--- src/rtl/seg7_scan_capture.sv ---
// seg7_scan_capture: watches a multiplexed active-low 7-segment display bus
// (digit enables an_n, segments seg_n) and recovers the hex nibble shown on
// each digit. Both buses are double-flop synchronised, each (digit, pattern)
// pair must stay stable for STABLE_CYCLES samples before it is captured, and
// completed scan frames, illegal patterns and multi-hot enables are flagged.
//
// Optional build macro SEG7_DP_EN adds a decimal-point input dp_n (part of
// the stability comparison, not of legality) and a per-digit dp output.
//
// Handshake: there is no ready; value/digit_valid are level outputs updated
// on a capture edge, and frame_done/pattern_err/an_err are single-cycle
// strobes that the consumer must sample every cycle.
module seg7_scan_capture #(
  parameter int NUM_DIGITS    = 4,
  parameter int STABLE_CYCLES = 4
) (
  input  logic                    clk,
  input  logic                    rst_n,
  input  logic [NUM_DIGITS-1:0]   an_n,
  input  logic [6:0]              seg_n,
`ifdef SEG7_DP_EN
  input  logic                    dp_n,
  output logic [NUM_DIGITS-1:0]   dp,
`endif
  output logic [4*NUM_DIGITS-1:0] value,
  output logic [NUM_DIGITS-1:0]   digit_valid,
  output logic                    frame_done,
  output logic                    pattern_err,
  output logic                    an_err
);

  localparam logic [3:0]            STABLE = 4'(STABLE_CYCLES);
  localparam logic [NUM_DIGITS-1:0] ONE    = NUM_DIGITS'(1);

  typedef enum logic [1:0] {
    IDLE    = 2'd0,
    QUALIFY = 2'd1,
    HELD    = 2'd2
  } state_t;

  state_t state, state_next;

  logic [NUM_DIGITS-1:0] an_s1, s_an, prev_an;
  logic [6:0]            seg_s1, s_seg, prev_seg;
  logic [3:0]            cnt, cnt_next;
  logic [NUM_DIGITS-1:0] mask;
  logic [NUM_DIGITS-1:0] an_low, prev_low;
  logic                  active, multi, prev_multi, same;
  logic                  capture;
  logic [3:0]            code;
  logic                  legal, blank;

`ifdef SEG7_DP_EN
  logic dp_s1, s_dp, prev_dp;

  // Decimal point travels through the same two-flop synchroniser as seg_n
  always_ff @(posedge clk or negedge rst_n) begin
    if (!rst_n) begin
      dp_s1   <= 1'b1;
      s_dp    <= 1'b1;
      prev_dp <= 1'b1;
    end else begin
      dp_s1   <= dp_n;
      s_dp    <= dp_s1;
      prev_dp <= s_dp;
    end
  end
`endif

  // Two-flop synchronisers plus a one-cycle history of the synchronised pair
  always_ff @(posedge clk or negedge rst_n) begin
    if (!rst_n) begin
      an_s1    <= '1;
      s_an     <= '1;
      prev_an  <= '1;
      seg_s1   <= '1;
      s_seg    <= '1;
      prev_seg <= '1;
    end else begin
      an_s1    <= an_n;
      s_an     <= an_s1;
      prev_an  <= s_an;
      seg_s1   <= seg_n;
      s_seg    <= seg_s1;
      prev_seg <= s_seg;
    end
  end

  // Active means exactly one enable low; multi-hot is two or more low
  assign an_low     = ~s_an;
  assign prev_low   = ~prev_an;
  assign multi      = (an_low & (an_low - ONE)) != '0;
  assign active     = (an_low != '0) && !multi;
  assign prev_multi = (prev_low & (prev_low - ONE)) != '0;

`ifdef SEG7_DP_EN
  assign same = (s_an == prev_an) && (s_seg == prev_seg) && (s_dp == prev_dp);
`else
  assign same = (s_an == prev_an) && (s_seg == prev_seg);
`endif

  // Stability counter: saturating count of identical active samples
  always_comb begin
    cnt_next = 4'd0;
    if (active && same) cnt_next = (cnt == STABLE) ? cnt : cnt + 4'd1;
    else if (active)    cnt_next = 4'd1;
  end

  // Counter register
  always_ff @(posedge clk or negedge rst_n) begin
    if (!rst_n) cnt <= 4'd0;
    else        cnt <= cnt_next;
  end

  // Pattern decoder: segment code (g..a, active-low) back to a nibble
  always_comb begin
    code  = 4'h0;
    legal = 1'b1;
    blank = 1'b0;
    case (s_seg)
      7'h40: code = 4'h0;
      7'h79: code = 4'h1;
      7'h24: code = 4'h2;
      7'h30: code = 4'h3;
      7'h19: code = 4'h4;
      7'h12: code = 4'h5;
      7'h02: code = 4'h6;
      7'h78: code = 4'h7;
      7'h00: code = 4'h8;
      7'h10: code = 4'h9;
      7'h08: code = 4'hA;
      7'h03: code = 4'hB;
      7'h46: code = 4'hC;
      7'h21: code = 4'hD;
      7'h06: code = 4'hE;
      7'h0E: code = 4'hF;
      7'h7F: begin legal = 1'b0; blank = 1'b1; end
      default: legal = 1'b0;
    endcase
  end

  // FSM state register
  always_ff @(posedge clk or negedge rst_n) begin
    if (!rst_n) state <= IDLE;
    else        state <= state_next;
  end

  // FSM next-state logic
  always_comb begin
    state_next = state;
    case (state)
      IDLE:    if (active) state_next = QUALIFY;
      QUALIFY: begin
        if (!active)      state_next = IDLE;
        else if (capture) state_next = HELD;
      end
      HELD: begin
        if (!active)   state_next = IDLE;
        else if (!same) state_next = QUALIFY;
      end
      default: state_next = IDLE;
    endcase
  end

  // FSM output: capture on the edge the counter reaches STABLE_CYCLES
  always_comb begin
    capture = 1'b0;
    if (state == QUALIFY && active && same && cnt_next == STABLE) capture = 1'b1;
  end

  // Capture datapath, frame mask and error strobes
  always_ff @(posedge clk or negedge rst_n) begin
    if (!rst_n) begin
      value       <= '0;
      digit_valid <= '0;
      mask        <= '0;
      frame_done  <= 1'b0;
      pattern_err <= 1'b0;
      an_err      <= 1'b0;
`ifdef SEG7_DP_EN
      dp          <= '0;
`endif
    end else begin
      // A full mask is reported one edge later and cleared on that edge;
      // a capture in the same cycle starts the next frame.
      mask        <= ((&mask) ? '0 : mask) | (capture ? an_low : '0);
      frame_done  <= &mask;
      pattern_err <= capture && !legal && !blank;
      an_err      <= multi && !prev_multi;
      for (int k = 0; k < NUM_DIGITS; k++) begin
        if (capture && !s_an[k]) begin
          if (legal) begin
            value[4*k +: 4] <= code;
            digit_valid[k]  <= 1'b1;
          end else begin
            if (blank) value[4*k +: 4] <= 4'h0;
            digit_valid[k] <= 1'b0;
          end
`ifdef SEG7_DP_EN
          dp[k] <= ~s_dp;
`endif
        end
      end
    end
  end

endmodule

--- config.mk ---
export PLATFORM = sky130hd
export DESIGN_NAME = seg7_scan_capture
export DESIGN_NICKNAME = d
export VERILOG_FILES = /design/src/rtl/seg7_scan_capture.sv
export SDC_FILE = /design/constraint.sdc
export NUM_CORES = 1
export LEC_CHECK = 0
export BUFFER_PORTS_ARGS = -buffer_cell sky130_fd_sc_hd__buf_2
export CORE_ASPECT_RATIO = 1.5
export CORE_MARGIN = 10
export CORE_UTILIZATION = 30
export CTS_BUF_LIST = sky130_fd_sc_hd__clkbuf_4 sky130_fd_sc_hd__clkbuf_8
export CTS_CLUSTER_DIAMETER = 60
export CTS_CLUSTER_SIZE = 40
export DETAILED_ROUTE_END_ITERATION = 6
export GPL_TIMING_DRIVEN = 0
export SYNTH_ARGS = -nofsm -noshare
export SYNTH_HDL_FRONTEND = slang
export SYNTH_SLANG_ARGS = --single-unit
--- constraint.sdc ---
create_clock -name clk -period 3 [get_ports clk]
set_input_delay 0.15 -clock clk [delete_from_list [all_inputs] [get_ports clk]]
set_output_delay 0.15 -clock clk [all_outputs]
set_load 0.01 [all_outputs]
Word level (Yosys, flattened, before mapping)
Index checks and enable logic that the tools add are counted.
{ "word_totals": {"register_bits": 66, "input_bits": 13, "elab_cells": 105} }
{ "op_classes": {"add_sub_neg": 3, "eq_ne": 25, "mux": 18, "bitwise": 5, "n_reduce_logical": 34} }
{ "op_table": {"columns": ["op", "count"], "rows": [
  ["$pmux W4 S15", 1],
  ["$eq A7 B7 Y1 const B", 5],
  ["$mux W4", 6],
  ["$eq A7 B5 Y1 const B", 3],
  ["$eq A7 B6 Y1 const B", 3],
  ["$reduce_or A16 Y1", 1],
  ["$eq A7 B2 Y1 const B", 2],
  ["$eq A7 B4 Y1 const B", 2],
  ["$logic_and A1 B1 Y1", 13],
  ["$reduce_bool A4 Y1", 3],
  ["$mux W2", 5],
  ["$and A4 B4 Y4", 2],
  ["$eq A4 B3 Y1 const B", 2],
  ["$logic_not A1 Y1", 8],
  ["$not A4 Y4", 2],
  ["$reduce_and A2 Y1", 4],
  ["$sub A4 B1 Y4 const B", 2],
  ["$eq A7 B3 Y1 const B", 1],
  ["$eq A7 B7 Y1", 1],
  ["$logic_not A7 Y1", 1],
  ["$ne A3 B3 Y1 const B", 2],
  ["$pmux W2 S3", 1],
  ["$mux W1", 5],
  ["$add A4 B1 Y4 const B", 1],
  ["other kinds (9)", 9]
]} }

Depth between registers and ports, before layout
Gate-level depths: netlist of the first run.
{ "depth": {"word_depth": 14, "mapped_depth": 9} }

Least setup slack after synthesis of the first run
No wires, ideal clock.
{ "synth_path": {"path_kind": "register to register", "start": "register s_seg[3]", "end": "register value[10]", "setup_ns": 0.135, "arrival_ns": 2.361, "path_slack_ns": 0.504, "path_stages_with_launch": 9, "period_less_slack_ns": 2.496, "cell_sequence": "dfstp_2 > buf_2 > xnor2_1 > nand4_1 > or4b_1 > buf_6 > or4_4 > o21ai_1 > o21ai_1"} }
{ "synth_between": {"elab_chain_len": 9, "elab_cells_between_ends": 33, "cone_classes": "eq/ne: 18; mux: 6; reduce/logical: 9"} }
{ "synth_lines": {"columns": ["item", "line_no", "source"], "rows": [
  ["from (decl)", "44", "logic [6:0] seg_s1, s_seg, prev_seg;"],
  ["from (signal assigned)", "84", "s_seg <= seg_s1;"],
  ["$eq A7 B7 Y1", "99", "assign same = (s_an == prev_an) && (s_seg == prev_seg);"],
  ["$logic_and A1 B1 Y1", "99", null],
  ["$logic_and A1 B1 Y1", "105", "if (active && same) cnt_next = (cnt == STABLE) ? cnt : cnt + 4'd1;"],
  ["$mux W4", "105", null],
  ["$eq A4 B3 Y1", "168", "if (state == QUALIFY && active && same && cnt_next == STABLE) capture = 1'b1;"],
  ["$logic_and A1 B1 Y1", "168", null],
  ["$mux W1", "168", null],
  ["$logic_and A1 B1 Y1", "191", "if (capture && !s_an[k]) begin"],
  ["$reduce_and A2 Y1 (no source line)", null, null],
  ["to (signal, indexed assignment)", "193", "value[4*k +: 4] <= code;"],
  ["to (decl)", "25", "output logic [4*NUM_DIGITS-1:0] value,"]
]} }
Parallel ways exist; a longest one is shown, timed or not.
A chain may end at the register's enable or synchronous reset.

Worst setup path after layout of the first run
{ "layout_path": {"start": "register s_seg[3]", "end": "register value[0]"} }
The elaborated chain is that of the path after synthesis.

==> reports/results.txt, run 1 <==
Num rows: 43
Type of element launching the critical path: flop
Number of synthesized flops with an enable pin: 0
Final critical-path setup slack: 230 ps
Number of nets in the layout: 327
FF+latch count, synth: 66
Total of cells resized after clock tree synthesis: 0
ANT cells: 0
Synthesized cell area: 2850 µm²
Post-placement setup slack: 236 ps
Clk_skew: 7.21 ps
Commonest cells in the synthesized netlist: dfrtp_1, dfstp_2, a21oi_1, nor2_1, nand2_1
Worst Tran Pin Value: 798 ps
Global-route usage over all layers: 8.93%
Routability congestion estimate from global placement: 0.815
Share of layout cells above drive strength 1: 32.8%
Final number of max-transition violations: 0
Horiz. Die Dim: 99.6 µm
Combinational family with the most area after synthesis: simple AND/OR/NAND/NOR gates
Critical path arrival: 3040 ps
Post-synthesis cell count: 254
Per-instance average area after synthesis: 11.2 µm²
I/O pin count: 36
Setup tns final: 0 ps
Sort of element at the end of the critical path: flop
Slew HR: 46.8%
Via count of the first global-routing pass: 2105
Kind of path behind the tightest hold check: flop to flop
Standby leakage power: 0.00153 µW
Dpl cells: 401
Synthesized Nets: 269
IR drop worst, VDD: 0.000300 V
Setup slack on the worst flop-to-flop path: 230 ps
Dominant cell type by area after synthesis: dfstp_2
Die span in y: 139 µm
Yosys Warn Count: 0
Area of all placed cells without fillers: 3520 µm²
Mux cell area share after synthesis: 0%
Buffers added on ports: 35
Instance area at placement: 3170 µm²
Worst skew pair latency: 340 ps
Setup repair after global routing missed its margin: no
Worst hold slack across all endpoints: 353 ps
Leading post-synthesis cells by cell area: dfstp_2, dfrtp_1, xnor2_1
CP max stage cell: or4b_1
Async set-or-reset flop fraction in the synthesized netlist: 100%
Max Root-Sink Buffers: 2
Final setup violation count: 0
DRC viols: 0
Number of H-tree levels: 3
Compound-cell area share of the yosys netlist: 13.0%
Max cap viols: 0
Most common cell on crit path: a21oi_1
Power per standard cell area: 550 nW/µm²
Remaining global-route overflow: 0
Critical Path Max Stage Delay: 580 ps
Unique cell type count in the Yosys netlist: 48
CP required: 3270 ps
Highest clock frequency the design can meet: 361 MHz
Simple-gate portion of the synthesized area: 18.4%
Clk root buf: clkbuf_8
Portion of synthesized cell area occupied by the leading cell type: 30.4%
Min Tclk post-route: 2770 ps
Area inside the core boundary: 9250 µm²
Critical path, cell by cell: buf_2, xnor2_1, nand4_1, or4b_1, buf_6, nor4_2, a21oi_1, a21oi_1
Maximum fanout count along the critical path: 10
Number of standard cells in the layout, taps in and fillers out: 429
Area grow syn2layout: 23.7%
Arithmetic-cell share of the synthesized area counting full adders, half adders and majority gates: 1.58%
CTS clk-pin slew, worst paths: 70 ps
Sum of buffers and inverters on the critical path: 2
Number of sinks handled by clock tree synthesis: 66
Xor and xnor area share after synthesis: 4.00%
Commonest register cell after synthesis: dfstp_2
Part of the cycle the worst path needs: 92.3%
Category of the most critical setup path: flop to flop
Total half-perimeter wirelength after legalization and detailed placement: 4300 µm
Effective utilization at floorplan: 30.8%
Hold violation total from the final report: 0
TritonCTS clock tree: done
Starting DRT DRC Count: 171
Final ANT Viol Nets: 0
Run status: finished, final reports clean
Wire length of the first global-routing pass: 10100 µm
Number of antenna violations at the first check in global routing: 0
Share of the yosys chip area belonging to registers: 59.4%
Largest delay contributor family on the critical path: simple AND/OR/NAND/NOR gates
Maximum number of pins on one net before global-route repair: 67
Final wirelength: 6030 µm
First-pass iteration count of the detailed router: 5
Clock buffers created by TritonCTS: 9
Via count: 2095
Average via count per standard cell: 4.88
Die area: 13900 µm²
Mean routed wirelength per cell: 14.0 µm
## what timing repair did
| item | CTS | global route |
|---|---|---|
| hold buffers | 12 | 0 |
| setup buffers | 0 | 0 |
| endpoints found under the hold margin | 44 | 0 |
## metrics by stage
stage | utilization, % | power, µW
6_report | 38.1 | 1940
5_1_grt | 38.1 | 2030
4_1_cts | 38.1 | 1970
3_5_place_dp | 34.2 | 1090
3_3_place_gp | 34.2 | 1090
2_1_floorplan | - | 1040
## worst reg2reg max path, stage by stage (launching register included)
cell     delay, ps
dfstp_2        560
buf_2          220
xnor2_1        140
nand4_1        150
or4b_1         580
buf_6          180
nor4_2         580
a21oi_1        150
a21oi_1        140
## where the power goes
part / internal, µW / leakage, µW / switching, µW
logic: 55.8 / 0.000610 / 79.7
clock network: 534 / 0.000119 / 317
registers: 934 / 0.000805 / 17.1
## cell type report
class / instances / area, µm²
fillers: 928 / 5730
flip-flops and latches: 66 / 1690
multi-input cells: 167 / 1050
repair buffers: 47 / 298
clock buffers: 12 / 165
well taps: 112 / 140
plain buffers: 13 / 73.8
clock inverters: 4 / 72.6
inverters: 8 / 30.0
## routing by layer
metal	up-vias	global-route usage [%]	wire length [µm]
met1	999	9.90	2600
li1	1031	-	-
met3	8	3.62	352
met5	-	0	0
met2	57	14.6	3000
met4	0	3.86	74
## flip-flops by register name, indices dropped and copies added, names as in the netlist
name and cells:
pattern_err 1, frame_done 1, seg_s1 7, prev_seg 7, s_seg 7, prev_an 4
an_s1 4, an_err 1, digit_valid 4, value 16, s_an 4, cnt 4
mask 4, state 2
## cells in the final DEF, fill, tap and decap left out, types with 3 or more instances in the layout
cell / netlist / layout
dfrtp_1: 33 / 33
dlygate4sd3_1: 0 / 12
nand4_1: 7 / 7
buf_2: 5 / 39
o21ai_1: 17 / 17
xnor2_1: 13 / 13
nor4_1: 3 / 3
nor4_2: 4 / 4
clkbuf_1: 4 / 4
o21ai_0: 4 / 4
o21a_1: 3 / 3
or4_4: 3 / 3
nand3_1: 7 / 7
nor3_1: 8 / 8
nand2_1: 18 / 18
clkbuf_8: 0 / 12
and4_1: 3 / 3
nor2_1: 21 / 21
dfstp_2: 33 / 33
inv_1: 8 / 8
buf_4: 3 / 4
a21oi_1: 21 / 21
## final timing paths
check	from	endpoint	cells after the start
worst min register to register	seg_s1[2]	s_seg[2]	0
worst min-delay path	seg_s1[2]	s_seg[2]	0
worst max-delay path	s_seg[3]	value[0]	8
worst max register to register	s_seg[3]	value[0]	8
min in group asynchronous	rst_n	an_err	2
max in group asynchronous	rst_n	value[3]	2
## kinds of logic after synthesis
group,after synthesis
buffers and inverters,21
adders and majority gates,4
xor gates and xnor gates,13
DFF,66
AOI/OAI and AO/OA,59
and+or+nand+nor,91
Power figures use the tool's default switching activity.
==> inputs of run 2 (changes only) <==
==> constraint.sdc (replaced) <==
create_clock -name clk -period 2.58 [get_ports clk]
set_input_delay 0.129 -clock clk [delete_from_list [all_inputs] [get_ports clk]]
set_output_delay 0.129 -clock clk [all_outputs]
set_load 0.01 [all_outputs]
==> reports/results.txt, run 2 (same netlist as run 1, synthesis figures left out) <==
Highest clock frequency the design can meet: 390 MHz (+8.1%)
Via count of the first global-routing pass: 2186 (+3.8%)
Kind of path behind the tightest hold check: flop to flop
Starting DRT DRC Count: 157 (-8.2%)
Average via count per standard cell: 4.88 (about the same)
Clk_skew: 6.02 ps (-1.19 ps)
Fin util: 40.2% (+2.1 points)
Critical Path Max Stage Delay: 580 ps (about the same)
Max reg flops: 16 (unchanged)
Via count: 2153 (+2.8%)
Layout fillers: 898 (-3.2%)
Largest delay contributor family on the critical path: simple AND/OR/NAND/NOR gates
Reg with most FFs: value
Horiz. Die Dim: 99.6 µm (unchanged)
Maximum fanout count along the critical path: 8 (-2)
Mean routed wirelength per cell: 14.1 µm (+0.27%)
Total Power Consumption: 2280 µW (+18%)
ANT cells: 0 (unchanged)
Max cap viols: 0 (unchanged)
IR drop worst, VDD: 0.000350 V (+17%)
Share of layout cells above drive strength 1: 38.9% (+6.1 points)
DRC viols: 0 (unchanged)
Clk root buf: clkbuf_8
Most common cell on crit path: o21ai_1
Sort of element at the end of the critical path: flop
Standby leakage power: 0.00164 µW (+6.7%)
Combinational fraction of design power: 7.9% (+0.9 points)
Type of element launching the critical path: flop
Number of antenna violations at the first check in global routing: 0 (unchanged)
Internal power: 1790 µW (+18%)
Slew HR: 46.6% (-0.25 points)
Final ANT Viol Nets: 0 (unchanged)
Wire length of the first global-routing pass: 10400 µm (+3.3%)
Die area: 13900 µm² (unchanged)
Effective utilization at floorplan: 30.8% (unchanged)
Category of the most critical setup path: flop to flop
Final number of max-transition violations: 0 (unchanged)
I/O pin count: 36 (unchanged)
Share of total power in sequential cells: 48.7% (-0.4 points)
Power per standard cell area: 614 nW/µm² (+12%)
Global-route usage over all layers: 9.20% (+0.27 points)
Maximum number of pins on one net before global-route repair: 67 (unchanged)
Number of H-tree levels: 3 (unchanged)
Setup tns final: 0 ps (unchanged)
Commonest non-fill, non-tap cells in the layout: buf_2, dfrtp_1, dfstp_2, a21oi_1, nor2_1
Number of standard cells in the layout, taps in and fillers out: 441 (+2.8%)
Area grow syn2layout: 30.6%
Critical path, cell by cell: buf_6, xnor2_1, nand4_1, or4b_4, buf_8, or4_4, o21ai_1, o21ai_1
Total half-perimeter wirelength after legalization and detailed placement: 4300 µm (unchanged)
Max Root-Sink Buffers: 2 (unchanged)
Portion of total power attributed to the clock network: 43.4% (-0.5 points)
Remaining global-route overflow: 0 (unchanged)
Dpl cells: 401 (unchanged)
TritonCTS clock tree: done
Sum of buffers and inverters on the critical path: 2 (unchanged)
Most common library cell in the layout ignoring fill and taps: buf_2
Routability congestion estimate from global placement: 0.815 (unchanged)
Part of the cycle the worst path needs: 99.4% (+7.0 points)
Clock buffers created by TritonCTS: 9 (unchanged)
Storage cell area: 1690 µm² (unchanged)
Critical path arrival: 2770 ps (-270 ps)
Area inside the core boundary: 9250 µm² (unchanged)
Number of sinks handled by clock tree synthesis: 66 (unchanged)
Run status: finished, final reports clean
Die span in y: 139 µm (unchanged)
Min Tclk post-route: 2560 ps (-207 ps)
Switching Share: 21.5% (+0.13 points)
Setup repair after global routing missed its margin: yes
Hold violation total from the final report: 0 (unchanged)
CP max stage cell: or4_4
Buffers added on ports: 35 (unchanged)
Area of the multi-input gates: 1110 µm² (+5.8%)
CP required: 2790 ps (-480 ps)
Worst skew pair latency: 340 ps (about the same)
Final wirelength: 6210 µm (+3.1%)
First-pass iteration count of the detailed router: 7 (+2)
Num rows: 43 (unchanged)
Net switching power: 491 µW (+18%)
CTS clk-pin slew, worst paths: 70 ps (about the same)
Worst Tran Pin Value: 796 ps (-1.66 ps)
Number of nets in the layout: 339 (+3.7%)
Final setup violation count: 0 (unchanged)
run 2: cell types whose count changed in the layout (fill, tap and decap cells not counted), moves of 2 or more:
cell	previous run	this run
buf_6	1	6
o21ai_2	0	4
clkbuf_1	4	2
buf_4	4	16
nor2_2	0	2
nor2_1	21	19
xnor2_1	13	11
o21ai_1	17	13
xnor2_2	0	2
buf_2	39	34
run 2: power groups by stage:
stage	combinational, µW	clock (µW)	sequential, µW
floorplan	93.0	0	1120
global placement	143	0	1120
detailed placement	146	0	1120
CTS	171	1020	1110
global route	201	1070	1120
finish	181	991	1110
run 2: layer usage:
layer  track usage, %  up-vias  share of wire, %
met5                0        -                 0
met4             4.01        0               1.4
met3             3.62        7               6.0
met2             15.1       55                50
met1             10.2     1033                43
li1                 -     1058                 -
run 2: path summary, 6_finish.rpt:
path	from	endpoint	slack, ps	cells past startpoint
min in group asynchronous	rst_n	an_err	440	2
setup / recovery	s_seg[2]	value[2]	20	8
max in group asynchronous	rst_n	value[3]	1640	2
hold reg to reg	seg_s1[2]	s_seg[2]	350	0
setup reg to reg	s_seg[2]	value[2]	20	8
hold / removal	seg_s1[2]	s_seg[2]	350	0
run 2: cell type report:
cell class,instances,area share [%]
Timing Repair Buffer,62,11.0
Clock inverter,4,1.95
Buffer,10,2.56
Tap cell,112,3.77
Multi-Input combinational cell,167,29.9
Sequential cell,66,45.5
Clock buffer,12,4.44
Inverter,8,0.807
run 2: what timing repair did:
action | CTS | global route
resized for setup | 12 | 13
hold buffers | 12 | 0
setup endpoints to repair | 21 | 21
gates cloned | 0 | 0
pin swaps | 9 | 12
endpoints found under the hold margin | 44 | 0
setup buffers | 8 | 7
run 2: metrics by stage:
step                      setup WS, ps  area [µm²]  hold slack [ps]
after CTS                        -16.4        3630              352
after detailed placement          -184        3170              235
after global routing             -89.4        3720              354
after floorplan                   84.2        2850             -167
after global placement            -155        3160              234
final                             16.2        3720              352
==> inputs of run 3 (changes only) <==
--- a/config.mk
+++ b/config.mk
@@ -13,7 +13,7 @@
 export CTS_CLUSTER_DIAMETER = 60
 export CTS_CLUSTER_SIZE = 40
 export DETAILED_ROUTE_END_ITERATION = 6
-export GPL_TIMING_DRIVEN = 0
+export GPL_TIMING_DRIVEN = 1
 export SYNTH_ARGS = -nofsm -noshare
 export SYNTH_HDL_FRONTEND = slang
 export SYNTH_SLANG_ARGS = --single-unit
==> reports/results.txt, run 3 (same netlist as run 1, synthesis figures left out) <==
Max Root-Sink Buffers: 2 (unchanged)
Area of the multi-input gates: 1080 µm² (-3.1%)
Portion of total power attributed to the clock network: 38.9% (-4.5 points)
Routability congestion estimate from global placement: 0.775 (-4.9%)
Starting DRT DRC Count: 171 (+8.9%)
Fin util: 39.1% (-1.1 points)
Max reg flops: 16 (unchanged)
Reg with most FFs: value
ANT cells: 0 (unchanged)
Effective utilization at floorplan: 30.8% (unchanged)
Horiz. Die Dim: 99.6 µm (unchanged)
Number of H-tree levels: 3 (unchanged)
Part of the cycle the worst path needs: 95.8% (-3.6 points)
Sort of element at the end of the critical path: flop
IR drop worst, VDD: 0.000345 V (-1.5%)
Worst hold slack across all endpoints: 354 ps (+1.43 ps)
Num rows: 43 (unchanged)
Maximum fanout count along the critical path: 7 (-1)
Hold violation total from the final report: 0 (unchanged)
I/O pin count: 36 (unchanged)
Min Tclk post-route: 2470 ps (-93.1 ps)
Most common library cell in the layout ignoring fill and taps: buf_2
Average via count per standard cell: 4.95 (+1.3%)
Worst Tran Pin Value: 787 ps (-8.90 ps)
Power per standard cell area: 581 nW/µm² (-5.3%)
Die span in y: 139 µm (unchanged)
Kind of path behind the tightest hold check: flop to flop
First-pass iteration count of the detailed router: 4 (-3)
Total Power Consumption: 2100 µW (-7.8%)
Wire length of the first global-routing pass: 10700 µm (+2.8%)
Die area: 13900 µm² (unchanged)
Setup tns final: 0 ps (unchanged)
Global-route usage over all layers: 9.44% (+0.24 points)
Switching Share: 23.3% (+1.8 points)
Highest clock frequency the design can meet: 405 MHz (+3.8%)
Run status: finished, final reports clean
Clk_skew: 9.46 ps (+3.44 ps)
Combinational fraction of design power: 8.2% (+0.3 points)
Clock buffers created by TritonCTS: 9 (unchanged)
Final setup violation count: 0 (unchanged)
Via count: 2186 (+1.5%)
Via count of the first global-routing pass: 2231 (+2.1%)
DRC viols: 0 (unchanged)
Area grow syn2layout: 27.1%
Worst skew pair latency: 340 ps (about the same)
Internal power: 1610 µW (-10%)
CTS clk-pin slew, worst paths: 70 ps (about the same)
Mean routed wirelength per cell: 14.1 µm (+0.38%)
Max cap viols: 0 (unchanged)
Buffers added on ports: 35 (unchanged)
Maximum number of pins on one net before global-route repair: 67 (unchanged)
Layout fillers: 924 (+2.9%)
Share of total power in sequential cells: 52.9% (+4.2 points)
Share of layout cells above drive strength 1: 37.6% (-1.3 points)
Standby leakage power: 0.00160 µW (-2.2%)
Commonest non-fill, non-tap cells in the layout: buf_2, dfrtp_1, dfstp_2, buf_4
Remaining global-route overflow: 0 (unchanged)
Critical path arrival: 2670 ps (-100 ps)
Category of the most critical setup path: flop to flop
Number of sinks handled by clock tree synthesis: 66 (unchanged)
Final ANT Viol Nets: 0 (unchanged)
Clk root buf: clkbuf_8
Number of nets in the layout: 340 (+0.29%)
Storage cell area: 1690 µm² (unchanged)
Type of element launching the critical path: flop
Final wirelength: 6250 µm (+0.61%)
Number of antenna violations at the first check in global routing: 0 (unchanged)
TritonCTS clock tree: done
Final number of max-transition violations: 0 (unchanged)
Total half-perimeter wirelength after legalization and detailed placement: 4510 µm (+4.9%)
Slew HR: 47.5% (+0.95 points)
Net switching power: 491 µW (about the same)
CP required: 2780 ps (about the same)
Area inside the core boundary: 9250 µm² (unchanged)
==> run 3: layout make-up <==
class	count	share of cell area, %
Clock buffer	10	3.63
Multi-Input combinational cell	167	29.8
Inverter	8	0.829
Tap cell	112	3.87
Timing Repair Buffer	73	13.5
Clock inverter	6	1.59
Sequential cell	66	46.8
==> run 3: final timing paths <==
path	start	endpoint	slack [ps]	depth (start not counted)
max in group asynchronous	rst_n	value[9]	1570	3
worst max register to register	s_an[2]	value[6]	110	7
worst min register to register	an_s1[2]	s_an[2]	350	0
worst max-delay path	s_an[2]	value[6]	110	7
min in group asynchronous	rst_n	state[0]	510	3
worst min-delay path	an_s1[2]	s_an[2]	350	0
==> run 3: worst max-delay path: stages, from the launching register on <==
cell	delay, ps
dfstp_2	630
buf_4	140
nand4b_1	100
o211ai_2	110
or4b_4	540
or4_4	620
o21ai_2	140
o21ai_1	70
==> run 3: stage by stage <==
stage	area (µm²)	cells	worst slack (ps)
after global routing	3620	442	-3.55
after CTS	3550	435	92.1
final	3620	442	109
after floorplan	2850	254	84.2
after global placement	3230	407	41.2
after detailed placement	3230	407	-3.11
==> run 3: metal layers <==
metal	global-route usage, %	vias to the layer above	wire [µm]
met5	0	-	0
met4	4.69	0	102
met3	3.32	8	375
met2	15.0	57	3140
met1	10.9	1062	2630
li1	-	1059	-
==> run 3: timing repair <==
| item | 4_1_cts | 5_1_grt |
|---|---|---|
| gates resized for setup | 1 | 4 |
| hold buffers | 12 | 0 |
| endpoints found under the hold margin | 23 | 0 |
| setup buffers | 0 | 7 |
| endpoints found under the setup margin | 2 | 13 |
| pin swaps | 0 | 6 |
==> run 3: power by group through the flow <==
| stage | Clock (µW) | Combinational [µW] | Sequential, µW |
|---|---|---|---|
| after CTS | 851 | 165 | 1110 |
| after global placement | 0 | 149 | 1130 |
| final | 820 | 173 | 1110 |
| after floorplan | 0 | 93.0 | 1120 |
| after global routing | 903 | 194 | 1120 |
| after detailed placement | 0 | 150 | 1130 |
